**src/rtl/dpram_portb_arbiter.sv**
```systemverilog
// -----------------------------------------------------------------------------
// dpram_portb_arbiter
//
// Shares port B of the ZPU dual-port block RAM between two requesters:
//   requester 0 : ZPU core data path
//   requester 1 : secondary master (program loader, DMA, debug agent)
// Port A of the RAM stays owned by the core and is not seen here.
//
// At most one access is granted per cycle. Arbitration is round-robin with an
// optional lock that lets the current owner keep the port for up to MAX_BURST
// consecutive grants. Responses come back exactly one cycle after the grant,
// tagged by rsp0_valid / rsp1_valid on a shared data bus.
//
// Ports
//   clk, areset_n              clock (rising edge), asynchronous active-low reset
//   reqN_valid/we/addr/wdata   access request from requester N (held until gntN)
//   reqN_lock                  ask to keep ownership for the following cycle
//   gntN                       combinational grant for the current cycle
//   rspN_valid                 response for the access granted last cycle
//   rsp_rdata                  shared response data (equal to memBRead)
//   memBWriteEnable/Addr/Write RAM port B controls
//   memBRead                   registered read data from RAM port B
// -----------------------------------------------------------------------------
module dpram_portb_arbiter #(
   parameter int wordSize       = 32,
   parameter int maxAddrBitBRAM = 15,
   parameter int minAddrBit     = 2,
   parameter int MAX_BURST      = 8,
   localparam int AW            = maxAddrBitBRAM - minAddrBit + 1
) (
   input  logic                clk,
   input  logic                areset_n,

   input  logic                req0_valid,
   input  logic                req0_we,
   input  logic [AW-1:0]       req0_addr,
   input  logic [wordSize-1:0] req0_wdata,
   input  logic                req0_lock,

   input  logic                req1_valid,
   input  logic                req1_we,
   input  logic [AW-1:0]       req1_addr,
   input  logic [wordSize-1:0] req1_wdata,
   input  logic                req1_lock,

   output logic                gnt0,
   output logic                gnt1,
   output logic                rsp0_valid,
   output logic                rsp1_valid,
   output logic [wordSize-1:0] rsp_rdata,

   output logic                memBWriteEnable,
   output logic [AW-1:0]       memBAddr,
   output logic [wordSize-1:0] memBWrite,
   input  logic [wordSize-1:0] memBRead
);

   // Owner encoding shared by the lock owner and the response selector.
   typedef enum logic [1:0] {
      OWN_NONE = 2'b00,
      OWN_REQ0 = 2'b01,
      OWN_REQ1 = 2'b10
   } owner_e;

   localparam logic [7:0] MAX_BURST_C = 8'(MAX_BURST);

   // ------------------------------------------------------------------------
   // Requester signals gathered into indexable form
   // ------------------------------------------------------------------------
   logic [1:0]          reqValid;
   logic [1:0]          reqWe;
   logic [1:0]          reqLock;
   logic [AW-1:0]       reqAddr  [2];
   logic [wordSize-1:0] reqWdata [2];

   assign reqValid    = {req1_valid, req0_valid};
   assign reqWe       = {req1_we,    req0_we};
   assign reqLock     = {req1_lock,  req0_lock};
   assign reqAddr[0]  = req0_addr;
   assign reqAddr[1]  = req1_addr;
   assign reqWdata[0] = req0_wdata;
   assign reqWdata[1] = req1_wdata;

   // ------------------------------------------------------------------------
   // State
   // ------------------------------------------------------------------------
   logic       lastGntReg,   lastGntNext;
   owner_e     lockOwnerReg, lockOwnerNext;
   logic [7:0] burstCntReg,  burstCntNext;
   owner_e     rspSelReg,    rspSelNext;

   // ------------------------------------------------------------------------
   // Lock hold: the locked owner keeps the port only while it is still
   // requesting and its burst budget is not exhausted. Dropping valid releases
   // the lock in the same cycle, so the other side can be served at once.
   // ------------------------------------------------------------------------
   logic       burstBelowMax;
   logic [1:0] lockHold;

   assign burstBelowMax = (burstCntReg < MAX_BURST_C);

   for (genvar gi = 0; gi < 2; gi++) begin : g_lockHold
      localparam owner_e OWN_GI = (gi == 0) ? OWN_REQ0 : OWN_REQ1;
      assign lockHold[gi] = (lockOwnerReg == OWN_GI) && reqValid[gi] && burstBelowMax;
   end

   // ------------------------------------------------------------------------
   // Grant decision
   // ------------------------------------------------------------------------
   logic grantAny;     // some requester wins this cycle (before reset gating)
   logic grantIdx;     // which one
   logic grantLive;    // grant actually issued (suppressed while in reset)

   always_comb begin
      grantAny = 1'b0;
      grantIdx = 1'b0;
      if (lockHold[0]) begin
         grantAny = 1'b1;
         grantIdx = 1'b0;
      end else if (lockHold[1]) begin
         grantAny = 1'b1;
         grantIdx = 1'b1;
      end else begin
         unique case (reqValid)
            2'b01: begin
               grantAny = 1'b1;
               grantIdx = 1'b0;
            end
            2'b10: begin
               grantAny = 1'b1;
               grantIdx = 1'b1;
            end
            2'b11: begin
               // Contention: favour whoever was not served last.
               grantAny = 1'b1;
               grantIdx = ~lastGntReg;
            end
            default: begin
               grantAny = 1'b0;
               grantIdx = 1'b0;
            end
         endcase
      end
   end

   // Grants must stay low for the whole reset assertion, not only after the
   // next edge, so the async reset level gates them combinationally.
   assign grantLive = grantAny & areset_n;

   assign gnt0 = grantLive & ~grantIdx;
   assign gnt1 = grantLive &  grantIdx;

   // ------------------------------------------------------------------------
   // Port B mux. With no grant the address/data follow requester 0 so the
   // idle bus is stable and deterministic; the write enable stays low.
   // ------------------------------------------------------------------------
   logic muxSel;

   assign muxSel          = grantLive & grantIdx;
   assign memBAddr        = reqAddr[muxSel];
   assign memBWrite       = reqWdata[muxSel];
   assign memBWriteEnable = grantLive & reqWe[grantIdx];

   // ------------------------------------------------------------------------
   // Next-state logic
   // ------------------------------------------------------------------------
   owner_e grantOwner;

   always_comb begin
      grantOwner    = grantIdx ? OWN_REQ1 : OWN_REQ0;
      lastGntNext   = lastGntReg;
      burstCntNext  = 8'd0;
      lockOwnerNext = OWN_NONE;
      rspSelNext    = OWN_NONE;

      if (grantLive) begin
         lastGntNext = grantIdx;
         // rspSelReg names the grantee of the previous cycle; a run of grants
         // to the same requester counts up and saturates at MAX_BURST.
         if (rspSelReg == grantOwner) begin
            if (burstCntReg >= MAX_BURST_C) begin
               burstCntNext = MAX_BURST_C;
            end else begin
               burstCntNext = burstCntReg + 8'd1;
            end
         end else begin
            burstCntNext = 8'd1;
         end
         lockOwnerNext = reqLock[grantIdx] ? grantOwner : OWN_NONE;
         rspSelNext    = grantOwner;
      end
   end

   // ------------------------------------------------------------------------
   // State registers. lastGnt resets to 1 so requester 0 wins first contention.
   // Clearing rspSel on reset drops any response still in flight.
   // ------------------------------------------------------------------------
   always_ff @(posedge clk or negedge areset_n) begin
      if (!areset_n) begin
         lastGntReg   <= 1'b1;
         lockOwnerReg <= OWN_NONE;
         burstCntReg  <= 8'd0;
         rspSelReg    <= OWN_NONE;
      end else begin
         lastGntReg   <= lastGntNext;
         lockOwnerReg <= lockOwnerNext;
         burstCntReg  <= burstCntNext;
         rspSelReg    <= rspSelNext;
      end
   end

   // ------------------------------------------------------------------------
   // Responses: the RAM output register already provides the one-cycle delay,
   // so data is passed straight through and only the tag is registered here.
   // ------------------------------------------------------------------------
   assign rsp0_valid = (rspSelReg == OWN_REQ0);
   assign rsp1_valid = (rspSelReg == OWN_REQ1);
   assign rsp_rdata  = memBRead;

endmodule

```
**config.mk**
```make
export PLATFORM = sky130hd
export DESIGN_NAME = dpram_portb_arbiter
export DESIGN_NICKNAME = d
export VERILOG_FILES = /design/src/rtl/dpram_portb_arbiter.sv
export SDC_FILE = /design/constraint.sdc
export NUM_CORES = 1
export LEC_CHECK = 0
export BUFFER_PORTS_ARGS = -buffer_cell sky130_fd_sc_hd__buf_2
export CAP_MARGIN = 20
export CORE_AREA = 2 2 83 85
export DETAILED_ROUTE_END_ITERATION = 16
export DIE_AREA = 0 0 85 87
export GPL_TIMING_DRIVEN = 1
export PLACE_DENSITY = 0.7
export SYNTH_ARGS = -nofsm -noshare
export SYNTH_HDL_FRONTEND = slang
export SYNTH_SLANG_ARGS = --single-unit
```
**constraint.sdc**
```tcl
create_clock -name clk -period 2.65 [get_ports clk]
set_clock_uncertainty 0.05 [all_clocks]
set_input_delay 0 -clock clk [delete_from_list [all_inputs] [get_ports clk]]
set_output_delay 0 -clock clk [all_outputs]
set_load 0.005 [all_outputs]
```
# Word level (Yosys, flattened, before mapping)
# Index checks and enable logic that the tools add are counted.
# totals
ff_bits,13
output_inout_bits,83
# op_classes
addsub,1
magnitude_cmp,4
n_eq_ne,8
mux,23
n_bitwise,7
n_reduce_logical,5
# ops
op,count
$mux 32,3
$mux 14,3
$mux 8,3
$mux 1,9
$add 8x1->8 const B,1
$eq 2x2->1 const B,4
$ge 8x4->1 const B,1
$lt 8x4->1 const B,1
$mux 2,4
$eq 2x1->1 const B,3
$and 1x1->1,4
$logic_and 1x1->1,4
$reduce_or 3->1,1
$eq 2x2->1,1
$ge 2x2->1 const B,1
$lt 1x2->1 const B,1
$not 1->1,2
$not 1->2,1
$pmux 1 s2,1

# Logic depth before layout (Yosys ltp)
# depth
depth_word,11
ltp_mapped,6
ltp_nobuf,4

# Worst setup path after synthesis
# No wires, ideal clock.
# synth_timing
path_kind,reg2out
startpoint,register burstCntReg[6]
endpoint,output memBWrite[24]
arrival_time_ns,1.990
required_ns,2.600
path_slack_ns,0.610
stages_incl_launch_ff,7
n_path_buf,2
path_cell_list,dfrtp_1 -> or4b_1 -> o211a_4 -> nor3_4 -> buf_6 -> buf_8 -> mux2_4
# synth_between
elab_chain_len,10
# synth_lines
item,line_no,source
from (decl),89,"logic [7:0] burstCntReg, burstCntNext;"
from (signal assigned),207,burstCntReg <= burstCntNext;
$lt 8x4->1 (*),100,assign burstBelowMax = (burstCntReg < MAX_BURST_C);
$logic_and 1x1->1,104,assign lockHold[gi] = (lockOwnerReg == OWN_GI) && reqValid[gi] && burstBelowMax;
$mux 1,120,end else if (lockHold[1]) begin
$mux 1,117,if (lockHold[0]) begin
$and 1x1->1,148,assign grantLive = grantAny & areset_n;
$and 1x1->1 (*),-,
via gnt1,47,"output logic gnt1,"
$not 1->2 (not written as such) (*),161,assign memBWrite = reqWdata[muxSel];
$mux 32 (not written as such) (*) (3 in series),161,
to (decl),54,"output logic [wordSize-1:0] memBWrite,"
# Mark *: on every way through the listed nets, which the timed path passes. The rest lies on a longest branch. The select of a mux whose other input is x is not followed.

# Worst setup path after layout
# layout_timing
startpoint,register lockOwnerReg[0]
endpoint,output memBWrite[20]
# layout_between
elab_chain_len,11
# layout_lines
item,line_no,source
from (decl),88,"owner_e lockOwnerReg, lockOwnerNext;"
from (signal assigned),206,lockOwnerReg <= lockOwnerNext;
$eq 2x2->1,104,
$logic_and 1x1->1 (2 in series),104,
$mux 1,120,
$mux 1,117,
$and 1x1->1,148,
$and 1x1->1 (*),159,assign muxSel = grantLive & grantIdx;
$not 1->2 (not written as such) (*),161,
$mux 32 (not written as such) (*) (3 in series),161,
# Every way passes the cells marked *; elsewhere a longest branch is shown, timed or not. The select of a mux whose other input is x is not followed.

==> flow_metrics.py <==
metrics = {
    "outcome": {
        "status": "complete, no violations",
    },
    "floorplan": {
        "die_height_um": 87,
        "rows": 30,
        "initial_utilization_pct": 22.3,
        "ioPinCount": 215,
        "die_w_um": 85,
        "design.die.area_um2": 7400,
        "coreArea_um2": 6570,
    },
    "run": {
        "maxCapViolations": 0,
    },
    "worst_setup_path": {
        "crit_chain": "or4b_1, o211a_4, nor3_4, clkbuf_16, mux2_2, buf_2",
        "worst_r2r_path_depth": 4,
        "worstPathRequired_ns": 2.60,
        "crit_type": "reg -> out",
        "max_stage_delay_ns": 0.56,
        "crit_fanout": 25,
        "crit_path_start_kind": "flip-flop",
        "endpoint_kind": "output pin",
        "critPathArrivalTime_ns": 2.46,
        "slowest_stage": "or4b_1",
    },
    "yosys": {
        "ys_warn_count": 0,
        "post_synth_instance_area_um2": 1460,
        "ys_top_cells_by_count": "mux2_2 (39), buf_4 (35), dfrtp_1 (12)",
        "synthCells": 135,
        "async_flop_share_pct": 100,
        "synth.area.top_cells": "mux2_2 (30%), dfrtp_1 (21%), buf_4 (18%), mux2_4 (7.2%), o41ai_4 (1.9%)",
        "synth_top_area_share_pct": 30.0,
        "synthDistinctLibCells": 34,
        "ys_ff_latch": 13,
        "synth_edf_count": 0,
        "synth_top_area_cell": "mux2_2",
        "syn_avg_cell_area_um2": 10.8,
        "synth.most_common_cell": "mux2_2",
        "ys.flop_type": "dfrtp_1",
        "yosysSeqAreaShare_pct": 22.3,
    },
    "clocking": {
        "cts-buffers-inserted": 3,
        "clk_latency_ns": 0.24,
        "clk_path_buf_depth": 2,
        "cts_resized": 0,
        "cts_tree": "built",
        "cts_root_buf": "clkbuf_8",
        "h-tree-depth": 1,
        "clk_pin_slew_ns": 0.06,
        "cts.sinks": 13,
    },
    "power_and_ir_drop": {
        "intPower_mw": 0.521,
        "max-vdd-ir-drop_uv": 109,
        "power_density_nw_per_um2": 291,
        "switching_power_mw": 0.200,
        "power_mw": 0.721,
        "swShare_pct": 27.7,
        "p_leak_nw": 1.25,
        "seq_power_share_pct": 30.5,
        "clock_power_share_pct": 24.1,
        "p_comb_share_pct": 45.4,
    },
    "place": {
        "gp_congestion": 0.760,
        "pre_cts_ws_ns": 0.366,
        "numPlacedInstances": 332,
        "port_buffers": 150,
        "place_hpwl_um": 3750,
    },
    "drt": {
        "route.met3.wl_um": 418,
        "first_iter_violations": 26,
        "routed_via_density": 4.28,
        "wl_per_cell_um": 13.3,
        "top_layer": "met4",
        "ant_nets": 0,
        "vias": 1592,
        "post-route-drc-count": 0,
        "wl_met2_um": 2520,
        "firstDrtPassIters": 4,
        "met1_length_um": 1960,
        "wl_um": 4940,
    },
    "layout": {
        "fillers": 632,
        "seqCellArea_um2": 327,
        "antenna_cells": 0,
        "finalNetCount": 427,
        "drive_gt1_share_pct": 70.9,
        "utilization_pct": 37.8,
        "multi_input_area_um2": 843,
        "finalNonFillerCells": 372,
        "area_growth_pct": 69.5,
    },
    "global_routing": {
        "grt_pass1_vias": 1462,
        "grt_remaining_overflow": 0,
        "grt_first_pass_wirelength_um": 6620,
        "antenna_found_initial": 0,
        "grt_max_degree": 51,
        "grtUsageTotal_pct": 10.9,
    },
    "sta": {
        "final.setup.worst_slack_ns": 0.143,
        "setup-violations-final": 0,
        "fin_crit_ns": 2.51,
        "finalMaxSlewViolations": 0,
        "tns_ns": 0,
        "post-route-period-util_pct": 94.6,
        "rsz0062_at_grt": "no",
        "hold_viol_final": 0,
        "fmax_mhz": 399,
    },
    "hold_path": {
        "hold_path_class": "in -> async",
    },
}
[cell usage in the layout (no fill, tap or decap), drive strengths merged, types with 2 or more instances in the layout]
cell	Yosys	layout
dlygate4sd3	0	35
dfrtp	12	12
a2111oi	2	2
o21ai	4	4
inv	3	3
or3	2	2
buf	37	152
mux2	46	46
conb	1	4
nor2	3	3
clkbuf	1	5
nor2b	2	2
or4b	2	2
ha	2	2
nand3	2	2
[through the flow]
stage | hold WS (ns) | cell area (µm²)
final | 0.123 | 2480
after global routing | 0.151 | 2480
after CTS | 0.129 | 2450
after detailed placement | -0.143 | 2060
after global placement | -0.153 | 2060
after floorplan | -0.346 | 1470
[worst paths after layout]
path | from | slack [ns] | to
min in group clk | req1_valid | 0.13 | burstCntReg[0]
max in group asynchronous | areset_n | 2.15 | lastGntReg
worst max-delay path | lockOwnerReg[0] | 0.14 | memBWrite[20]
worst max register to register | burstCntReg[4] | 0.43 | burstCntReg[1]
worst min register to register | lastGntReg | 0.48 | lastGntReg
worst min-delay path | areset_n | 0.12 | burstCntReg[4]
[per-layer routing]
layer / vias to the layer above / GRT usage [%]
met5: - / 0
met4: 0 / 2.60
met3: 4 / 1.04
met2: 112 / 18.8
met1: 712 / 14.5
li1: 764 / -
[what timing repair did]
action                                 CTS  global route
setup endpoints to repair                0             3
endpoints found under the hold margin   47             0
buffers inserted                         0             0
hold buffers                            35             0
[flip-flops by register name, summed over array words and instances, names as in the netlist]
| name | cells |
|---|---|
| lockOwnerReg | 2 |
| burstCntReg | 8 |
| rspSelReg | 2 |
| lastGntReg | 1 |
[critical path: cells and delay by family, from the launching register on]
family          cells  cell delay, ns
mux                 1            0.34
compound gates      1            0.28
buf+inv             2            0.41
simple gates        2            0.80
flops               1            0.37
[area by class of cell]
class                           count  share of cell area, %
Sequential cell                    13                   13.2
Multi-Input combinational cell     84                   34.0
Tap cell                           80                   4.04
Inverter                            3                  0.454
Timing Repair Buffer              188                   46.5
Clock buffer                        4                   1.82
[cell families after synthesis]
logic type	count (synthesis)	share of synthesized area [%]
mux	46	37.2
fa+ha+maj	2	1.71
flops	13	22.3
buf+inv	41	20.8
xor+xnor	1	0.599
compound gates	15	9.33
other cells	1	0.256
simple gates	16	7.79
[power groups by stage]
stage	Combinational (mW)	Clock (mW)	Sequential, mW
2_1_floorplan	0.172	0	0.221
3_3_place_gp	0.270	0	0.223
3_5_place_dp	0.275	0	0.224
4_1_cts	0.324	0.179	0.220
5_1_grt	0.356	0.190	0.222
6_report	0.328	0.174	0.220
Note: power is estimated with default switching activity, not from simulation.
